==> src/rtl/hero_write_collector_pkg.sv <==
// Shared hero bus types plus the framed-beat types used by the write collector.
//   hero_write_t         : raw per-cycle hero write bus beat (46 bits)
//   hero_beat_t          : buffered/framed beat (wdat, sub, idx, last, abort)
//   HERO_COLLECT_STATE_E : collector FSM states
package hero_write_collector_pkg;

    localparam int HERO_WDAT_WIDTH     = 36;
    localparam int SUB_DEF_WIDTH       = 7;
    localparam int HERO_CYCLE_WIDTH    = 2;
    localparam int HERO_WRITE_WIDTH    = 1 + HERO_CYCLE_WIDTH + HERO_WDAT_WIDTH + SUB_DEF_WIDTH;

    localparam int HERO_MAX_BEATS      = 16;
    localparam int HERO_BEAT_IDX_WIDTH = $clog2(HERO_MAX_BEATS);
    localparam int HERO_BEAT_WIDTH     = HERO_WDAT_WIDTH + SUB_DEF_WIDTH + HERO_BEAT_IDX_WIDTH + 2;

    typedef logic [SUB_DEF_WIDTH-1:0] sub_def_t;

    // Encoding 0 is not a defined bus cycle and is treated as a no-op.
    typedef enum logic [HERO_CYCLE_WIDTH-1:0] {
        CYC_NOP   = 2'd0,
        CYC_VALID = 2'd1,
        CYC_DONE  = 2'd2,
        CYC_IDLE  = 2'd3
    } hero_cycle_e;

    typedef struct packed {
        logic                       clk_en;
        hero_cycle_e                cycle_type;
        logic [HERO_WDAT_WIDTH-1:0] wdat;
        sub_def_t                   sub;
    } hero_write_t;

    typedef struct packed {
        logic [HERO_WDAT_WIDTH-1:0]     wdat;
        sub_def_t                       sub;
        logic [HERO_BEAT_IDX_WIDTH-1:0] idx;
        logic                           last;
        logic                           abort;
    } hero_beat_t;

    typedef enum logic [1:0] {
        OPEN  = 2'd0,
        BURST = 2'd1,
        DROP  = 2'd2
    } HERO_COLLECT_STATE_E;

    function automatic logic [15:0] sat_inc16(input logic [15:0] v);
        return (v == 16'hFFFF) ? v : v + 16'd1;
    endfunction

endpackage

==> src/rtl/hero_sync_fifo.sv <==
// Single-clock FIFO of a generic packed type.
//   clk, rst_n : clock, synchronous active-low reset (clears pointers/count)
//   i_push/i_din : write request and data; ignored when full unless popping
//   i_pop        : read request; ignored when empty
//   o_dout       : head entry (valid while !o_empty)
//   o_full/o_empty/o_count : status derived from the registered count
module hero_sync_fifo #(
    parameter int  DEPTH = 8,
    parameter type T     = logic [7:0],
    localparam int AW    = $clog2(DEPTH),
    localparam int CW    = $clog2(DEPTH + 1)
) (
    input  logic          clk,
    input  logic          rst_n,
    input  logic          i_push,
    input  T              i_din,
    input  logic          i_pop,
    output T              o_dout,
    output logic          o_full,
    output logic          o_empty,
    output logic [CW-1:0] o_count
);

    T              r_mem [DEPTH];
    logic [AW-1:0] r_wr_ptr;
    logic [AW-1:0] r_rd_ptr;
    logic [CW-1:0] r_count;

    logic w_do_pop;
    logic w_do_push;

    assign o_full    = (r_count == CW'(DEPTH));
    assign o_empty   = (r_count == '0);
    assign o_count   = r_count;
    assign o_dout    = r_mem[r_rd_ptr];

    // A push into a full FIFO is accepted when the head leaves in the same cycle.
    assign w_do_pop  = i_pop & ~o_empty;
    assign w_do_push = i_push & (~o_full | w_do_pop);

    always_ff @(posedge clk) begin
        if (w_do_push) begin
            r_mem[r_wr_ptr] <= i_din;
        end
    end

    always_ff @(posedge clk) begin
        if (!rst_n) begin
            r_wr_ptr <= '0;
            r_rd_ptr <= '0;
            r_count  <= '0;
        end else begin
            if (w_do_push) r_wr_ptr <= r_wr_ptr + 1'b1;
            if (w_do_pop)  r_rd_ptr <= r_rd_ptr + 1'b1;
            case ({w_do_push, w_do_pop})
                2'b10:   r_count <= r_count + 1'b1;
                2'b01:   r_count <= r_count - 1'b1;
                default: r_count <= r_count;
            endcase
        end
    end

endmodule

==> src/rtl/hero_write_collector.sv <==
// Collects hero write bus beats into framed valid/ready beats.
//   clk, rst_n   : clock, synchronous active-low reset
//   in_write     : hero bus beat, sampled every cycle (no backpressure)
//   out_valid/out_ready : output handshake
//   out_wdat, out_sub, out_idx, out_last, out_abort : framed beat
//   err_overflow : sticky, a live beat met a full FIFO
//   err_length   : sticky, a transaction exceeded MAX_BEATS
//   drop_cnt     : saturating count of discarded live beats
//
// state | meaning
// ------+-------------------------------------------------------------
// OPEN  | between transactions; next live beat is idx 0
// BURST | inside a transaction; r_idx holds the last pushed idx
// DROP  | discarding; may still owe an abort beat (r_abort_pend) and
//       | waits for the transaction's DONE (r_done_seen) before leaving
//
// Index widths follow the package (HERO_BEAT_IDX_WIDTH); MAX_BEATS only
// sets the length limit and is expected to match HERO_MAX_BEATS.
module hero_write_collector
    import hero_write_collector_pkg::*;
#(
    parameter int  DEPTH     = 8,
    parameter int  MAX_BEATS = HERO_MAX_BEATS,
    localparam int IDXW      = HERO_BEAT_IDX_WIDTH
) (
    input  logic                       clk,
    input  logic                       rst_n,
    input  hero_write_t                in_write,
    output logic                       out_valid,
    input  logic                       out_ready,
    output logic [HERO_WDAT_WIDTH-1:0] out_wdat,
    output sub_def_t                   out_sub,
    output logic [IDXW-1:0]            out_idx,
    output logic                       out_last,
    output logic                       out_abort,
    output logic                       err_overflow,
    output logic                       err_length,
    output logic [15:0]                drop_cnt
);

    localparam int              CW      = $clog2(DEPTH + 1);
    localparam logic [IDXW-1:0] IDX_MAX = IDXW'(MAX_BEATS - 1);

    HERO_COLLECT_STATE_E r_state;
    logic [IDXW-1:0]     r_idx;
    logic                r_abort_pend;
    logic                r_done_seen;
    logic                r_err_overflow;
    logic                r_err_length;
    logic [15:0]         r_drop_cnt;

    HERO_COLLECT_STATE_E w_state_nxt;
    logic [IDXW-1:0]     w_idx_nxt;
    logic [IDXW-1:0]     w_idx_inc;
    logic                w_abort_pend_nxt;
    logic                w_done_seen_nxt;
    logic                w_set_ovf;
    logic                w_set_len;
    logic                w_drop;
    logic                w_push;
    hero_beat_t          w_push_beat;

    hero_beat_t          w_head;
    logic                w_full;
    logic                w_empty;
    logic [CW-1:0]       w_count;
    logic                w_pop;
    logic                w_space;
    logic                w_live;
    logic                w_is_done;

    assign w_live    = in_write.clk_en &&
                       (in_write.cycle_type == CYC_VALID || in_write.cycle_type == CYC_DONE);
    assign w_is_done = (in_write.cycle_type == CYC_DONE);
    assign w_pop     = out_valid & out_ready;
    assign w_space   = ~w_full | w_pop;
    assign w_idx_inc = r_idx + 1'b1;

    hero_sync_fifo #(
        .DEPTH (DEPTH),
        .T     (hero_beat_t)
    ) u_fifo (
        .clk     (clk),
        .rst_n   (rst_n),
        .i_push  (w_push),
        .i_din   (w_push_beat),
        .i_pop   (w_pop),
        .o_dout  (w_head),
        .o_full  (w_full),
        .o_empty (w_empty),
        .o_count (w_count)
    );

    // FIFO storage is not reset, so the data outputs are forced to 0 when empty.
    assign out_valid    = (w_count != '0);
    assign out_wdat     = w_empty ? '0 : w_head.wdat;
    assign out_sub      = w_empty ? '0 : w_head.sub;
    assign out_idx      = w_empty ? '0 : w_head.idx;
    assign out_last     = w_empty ? 1'b0 : w_head.last;
    assign out_abort    = w_empty ? 1'b0 : w_head.abort;
    assign err_overflow = r_err_overflow;
    assign err_length   = r_err_length;
    assign drop_cnt     = r_drop_cnt;

    always_comb begin
        w_state_nxt      = r_state;
        w_idx_nxt        = r_idx;
        w_abort_pend_nxt = r_abort_pend;
        w_done_seen_nxt  = r_done_seen;
        w_set_ovf        = 1'b0;
        w_set_len        = 1'b0;
        w_drop           = 1'b0;
        w_push           = 1'b0;
        w_push_beat      = '0;

        case (r_state)
            OPEN: begin
                if (w_live) begin
                    if (w_space) begin
                        w_push           = 1'b1;
                        w_push_beat.wdat = in_write.wdat;
                        w_push_beat.sub  = in_write.sub;
                        w_push_beat.last = w_is_done;
                        w_idx_nxt        = '0;
                        if (!w_is_done) w_state_nxt = BURST;
                    end else begin
                        // Nothing was pushed for this transaction, so no abort is owed.
                        w_drop           = 1'b1;
                        w_set_ovf        = 1'b1;
                        w_abort_pend_nxt = 1'b0;
                        w_done_seen_nxt  = w_is_done;
                        w_state_nxt      = DROP;
                    end
                end
            end

            BURST: begin
                if (w_live) begin
                    if (w_space) begin
                        w_push           = 1'b1;
                        w_push_beat.wdat = in_write.wdat;
                        w_push_beat.sub  = in_write.sub;
                        w_push_beat.idx  = w_idx_inc;
                        w_idx_nxt        = w_idx_inc;
                        if (w_is_done) begin
                            w_push_beat.last = 1'b1;
                            w_state_nxt      = OPEN;
                        end else if (w_idx_inc == IDX_MAX) begin
                            // The truncating beat itself carries the abort.
                            w_push_beat.last  = 1'b1;
                            w_push_beat.abort = 1'b1;
                            w_set_len         = 1'b1;
                            w_abort_pend_nxt  = 1'b0;
                            w_done_seen_nxt   = 1'b0;
                            w_state_nxt       = DROP;
                        end
                    end else begin
                        w_drop           = 1'b1;
                        w_set_ovf        = 1'b1;
                        w_abort_pend_nxt = 1'b1;
                        w_done_seen_nxt  = w_is_done;
                        w_state_nxt      = DROP;
                    end
                end
            end

            DROP: begin
                if (w_live) begin
                    w_drop = 1'b1;
                    if (w_is_done) w_done_seen_nxt = 1'b1;
                end
                if (r_abort_pend && w_space) begin
                    w_push            = 1'b1;
                    w_push_beat.idx   = (r_idx == IDX_MAX) ? IDX_MAX : w_idx_inc;
                    w_push_beat.last  = 1'b1;
                    w_push_beat.abort = 1'b1;
                    w_abort_pend_nxt  = 1'b0;
                end
                // Registered flags: exit lands one cycle after the later event.
                if (r_done_seen && !r_abort_pend) begin
                    w_done_seen_nxt = 1'b0;
                    w_state_nxt     = OPEN;
                end
            end

            default: begin
                w_state_nxt = OPEN;
            end
        endcase
    end

    always_ff @(posedge clk) begin
        if (!rst_n) begin
            r_state        <= OPEN;
            r_idx          <= '0;
            r_abort_pend   <= 1'b0;
            r_done_seen    <= 1'b0;
            r_err_overflow <= 1'b0;
            r_err_length   <= 1'b0;
            r_drop_cnt     <= '0;
        end else begin
            r_state        <= w_state_nxt;
            r_idx          <= w_idx_nxt;
            r_abort_pend   <= w_abort_pend_nxt;
            r_done_seen    <= w_done_seen_nxt;
            r_err_overflow <= r_err_overflow | w_set_ovf;
            r_err_length   <= r_err_length | w_set_len;
            if (w_drop) r_drop_cnt <= sat_inc16(r_drop_cnt);
        end
    end

endmodule

==> config.mk <==
export PLATFORM = sky130hd
export DESIGN_NAME = hero_write_collector
export DESIGN_NICKNAME = d
export VERILOG_FILES = /design/src/rtl/hero_write_collector_pkg.sv /design/src/rtl/hero_sync_fifo.sv /design/src/rtl/hero_write_collector.sv
export SDC_FILE = /design/constraint.sdc
export NUM_CORES = 1
export LEC_CHECK = 0
export ABC_AREA = 1
export BUFFER_PORTS_ARGS = -buffer_cell sky130_fd_sc_hd__buf_4
export CORE_MARGIN = 5
export CORE_UTILIZATION = 40
export DETAILED_ROUTE_END_ITERATION = 10
export PLACE_DENSITY_LB_ADDON = 0.2
export SLEW_MARGIN = 10
export SYNTH_ARGS = -nofsm -noshare
export SYNTH_HDL_FRONTEND = slang
export SYNTH_SLANG_ARGS = --single-unit
==> constraint.sdc <==
create_clock -name clk -period 5.4 [get_ports clk]
set_input_delay 1.35 -clock clk [delete_from_list [all_inputs] [get_ports clk]]
set_output_delay 1.35 -clock clk [all_outputs]
set_load 0.01 [all_outputs]
==> results.md <==
Finish:
- The final layout contains 1723 nets.
- The share of final-layout standard cells stronger than drive strength 1 is 15.1%.
- Excluding fillers, the count of instances in the completed layout stands at 2285.
- The utilization after layout is 47.1%.
- The diode insertion count for antenna repair is 0.
- After routing the design area is 20900 um^2.
- In the layout the commonest cells are 392 x sky130_fd_sc_hd__edfxtp_1, 371 x sky130_fd_sc_hd__nor2_1, 241 x sky130_fd_sc_hd__o21ai_0, 129 x sky130_fd_sc_hd__buf_4, 85 x sky130_fd_sc_hd__nand2_1.
- The most common cell after layout, fill and taps aside is sky130_fd_sc_hd__edfxtp_1.
- The layout-stage area growth over the synthesis result is 16.4%.

Synthesis:
- In the post-synthesis netlist, the biggest area contributors are sky130_fd_sc_hd__edfxtp_1 66%, sky130_fd_sc_hd__nor2_1 7.9%, sky130_fd_sc_hd__o21ai_0 6.7%.
- The share of synthesized area in the top cell type comes to 65.7%.
- The share of synthesized area spent on multiplexers is 0%.
- The cell count after synthesis is roughly 1600.
- The average cell area after synthesis is 11.5 um^2.
- The largest family of logic cells by synthesized area is compound AO/OA/AOI/OAI gates.
- The synthesized flop and latch total is 431.
- The count of yosys warnings during synthesis is 0.
- The fraction of the yosys area taken by sequential cells is 70.0%.
- The netlist uses 34 different library cells.
- The largest total area in the synthesized netlist belongs to sky130_fd_sc_hd__edfxtp_1.
- In this run the cell area of the synthesized design comes to 17900 um^2.
- The number of nets in the synthesized netlist is 1624.
- The area share of xor/xnor cells in the synthesized design is 0.831%.
- After Yosys synthesis, and, or, nand and nor cells account for 11.8% of the synthesized area.
- Summing the areas of all compound-gate instances in the mapped netlist gives between 10% and 20% of the synthesized area.
- The share of synthesized cell area in full adder, half adder and majority cells is 0.907%.

Timing:
- The setup violation total in the final timing report is 0.
- The total count of hold-check failures in the final report is 0.
- Hold is met by 0.450 ns.
- The final critical delay including setup and external delays is 4.50 ns.
- The number of max-slew violations in the final report is 0.
- The setup TNS is 0 ns.
- The post-route clock period utilization is 83.2%.
- The clock tree skew after final layout is 0.0166 ns.
- Setup repair after global routing left no endpoint under its margin.
- The actual slew at the worst max-slew pin is 0.985 ns.
- The setup slack after layout is 0.905 ns.
- The normalized max-slew margin is about a third.
- The fmax is 0.222 GHz.

Floorplanning:
- The die covers 49100 um^2.
- The starting density of the core is roughly 40%.
- 117 I/O pins were placed.
- The die extent in x is 222 um.
- The core footprint is 44300 um^2.
- The row count is 77.
- The die outline height is 222 um.

Global route:
- The first global-routing pass estimated 67300 um of wire.
- The total global-route track usage is between 10% and 20%.
- The initial antenna violation count is 0.
- Entering global routing, the biggest net connects between 100 and 150 pins.
- The total grt overflow is 0.
- The via count of the first global-routing pass is 11790.

Placed design:
- The detailed placer's ending HPWL is 24000 um.
- The port buffer count is 116.
- Once placement finished, the instance area stood at between 15000 and 20000 um^2.
- The worst slack after detailed placement is 1.46 ns.
- The number of cells after detailed placement is 2204.
- At the end of routability-driven placement, the weighted congestion stood at 0.792.

Critical path:
- The critical path endpoint category is an output port.
- The data required time at the worst endpoint is 4.05 ns.
- In this run the worst path has a maximum fanout of 89.
- Measured in cells, the most critical reg-to-reg path has a length of 11.
- The worst reg2reg path startpoint is r_state[1].
- The worst register-to-register path ends at u_fifo.r_mem[3][11].
- The sort of element at the start of the critical path is a flop.
- The worst register-to-register path has a setup slack of 2.60 ns.
- The worst setup path is of the reg2out kind.
- The data arrival at the endpoint of the critical path is 3.15 ns.

Power:
- Total power for the finished layout comes to 9.74 mW.
- In this run the static leakage power is 7.39 nW.
- IR analysis of the VDD net gives a maximum drop of 0.280 mV.
- Power spread over the standard cell area amounts to 467 nW/um^2.

Detailed routing:
- In the routed design, unresolved DRC markers number 0.
- The detailed-route vias per instance is ~5.2.
- The count of nets left with antenna violations once routing finished came out at 0.
- Dividing the detail-routed wire length by the instance count gives about 19 um.
- Wires add up to 42600 um.
- The detailed router placed 11884 vias in this run.
- Before antenna repair, the detailed router went through 5 iterations.
- For this block, the initial DRC count from the detailed router was between 800 and 900.

Clock network:
- The worst-skew pair later-pin latency is between 0.5 and 0.6 ns.
- Once the clock tree was built, the resizer swapped 0 gates to a different size.
- The number of levels in the clock H-tree is 2.
- After clock tree synthesis, the flow added hold-fix buffers numbering 0.
- The number of clock buffers inserted by TritonCTS is 47.
- CTS saw 431 sinks.
- The clock tree from TritonCTS is built.
- The buffer cell driving the clock tree root is sky130_fd_sc_hd__clkbuf_16.
- The longest clock path from root to sink contains 3 buffers.
- Clock-pin slew was measured on the worst setup and hold paths at 0.05 ns.
- The number of setup buffers added after CTS is 0.

Status:
- The flow ran to the end, and the final reports show no timing, DRC or antenna violations.

Job:
- Max-cap violations in this run came to 0.

Worst hold path:
- The class of the most critical hold timing path is reg2reg.
- The worst hold path stage count is 2.
- The endpoint with the worst hold slack is err_overflow.
- The worst hold path startpoint is err_overflow.
[cell usage after synthesis]
cell,n
sky130_fd_sc_hd__buf_6,7
sky130_fd_sc_hd__a21oi_1,31
sky130_fd_sc_hd__nand2_2,16
sky130_fd_sc_hd__xnor2_1,1
sky130_fd_sc_hd__a31oi_1,49
sky130_fd_sc_hd__nand4_1,8
sky130_fd_sc_hd__nand3_4,1
sky130_fd_sc_hd__nor2_4,3
sky130_fd_sc_hd__nor3_1,4
sky130_fd_sc_hd__dfxtp_1,39
sky130_fd_sc_hd__ha_1,13
sky130_fd_sc_hd__or2_1,1
sky130_fd_sc_hd__o21bai_1,1
sky130_fd_sc_hd__buf_12,1
sky130_fd_sc_hd__clkbuf_1,48
sky130_fd_sc_hd__edfxtp_1,392
sky130_fd_sc_hd__or2_4,1
sky130_fd_sc_hd__a22oi_1,1
sky130_fd_sc_hd__inv_2,2
sky130_fd_sc_hd__nor2_1,379
sky130_fd_sc_hd__nand3_1,19
sky130_fd_sc_hd__inv_4,2
sky130_fd_sc_hd__inv_1,84
sky130_fd_sc_hd__nor2_2,2
sky130_fd_sc_hd__xor2_1,16
sky130_fd_sc_hd__o22ai_1,49
sky130_fd_sc_hd__nand3_2,2
sky130_fd_sc_hd__o21ai_0,241
sky130_fd_sc_hd__a21oi_2,11
sky130_fd_sc_hd__buf_1,5
sky130_fd_sc_hd__buf_2,28
sky130_fd_sc_hd__o21ai_1,17
sky130_fd_sc_hd__clkinv_1,2
sky130_fd_sc_hd__nand2_1,86
[power breakdown]
part,total (mW),switching [mW],leakage (nW),internal [mW]
registers,4.04,0.148,3.94,3.89
logic,2.76,1.79,2.77,0.966
clock network,2.94,1.26,0.677,1.69
[cells by family after synthesis]
| logic type | Yosys count |
|---|---|
| simple gates | 522 |
| flops | 431 |
| fa+ha+maj | 13 |
| compound gates | 400 |
| buf+inv | 179 |
| xor+xnor | 17 |
[critical path, cell delays in order, from the launching register on]
cell and delay (ns):
sky130_fd_sc_hd__dfxtp_4 0.52, sky130_fd_sc_hd__inv_4 0.65, sky130_fd_sc_hd__buf_4 0.46, sky130_fd_sc_hd__nor2_1 0.07, sky130_fd_sc_hd__o22ai_1 0.17, sky130_fd_sc_hd__o21ai_0 0.09
sky130_fd_sc_hd__a31oi_1 0.35, sky130_fd_sc_hd__buf_4 0.20
[layer usage]
| metal | track usage [%] | part of all wire, % |
|---|---|---|
| met5 | 0 | 0 |
| met3 | 2.77 | 5.4 |
| met2 | 27.7 | 47 |
| met4 | 4.47 | 1.9 |
| met1 | 23.8 | 46 |
[flip-flops by register name, indices dropped and copies added, names as in the netlist, 2 cells and up, named ones only]
| signal | count |
|---|---|
| u_fifo.r_wr_ptr | 3 |
| drop_cnt | 16 |
| u_fifo.r_rd_ptr | 3 |
| u_fifo.r_mem | 392 |
| r_idx | 4 |
| r_state | 2 |
| u_fifo.o_count | 4 |
[area by class of cell]
cell class / instances / area, um^2
Clock buffer: 55 / 1210
Multi-Input combinational cell: 952 / 4660
Tap cell: 592 / 741
Inverter: 90 / 344
Fill cell: 4052 / 23500
Clock inverter: 26 / 186
Timing Repair Buffer: 139 / 1170
Sequential cell: 431 / 12600
[worst max-delay path by stage]
| stage | end | slack, ns | depth (start not counted) |
|---|---|---|---|
| 3_3_place_gp | out_wdat[24] | 1.46 | 7 |
| 3_5_place_dp | u_fifo.r_mem[3][42] | 1.46 | 13 |
| 6_report | out_wdat[24] | 0.90 | 7 |
| 5_1_grt | out_wdat[24] | 0.62 | 7 |
| 2_1_floorplan | u_fifo.r_mem[0][0] | 0.43 | 10 |
| 4_1_cts | out_wdat[24] | 0.86 | 7 |
No activity file was read; power rests on OpenSTA's default activity.
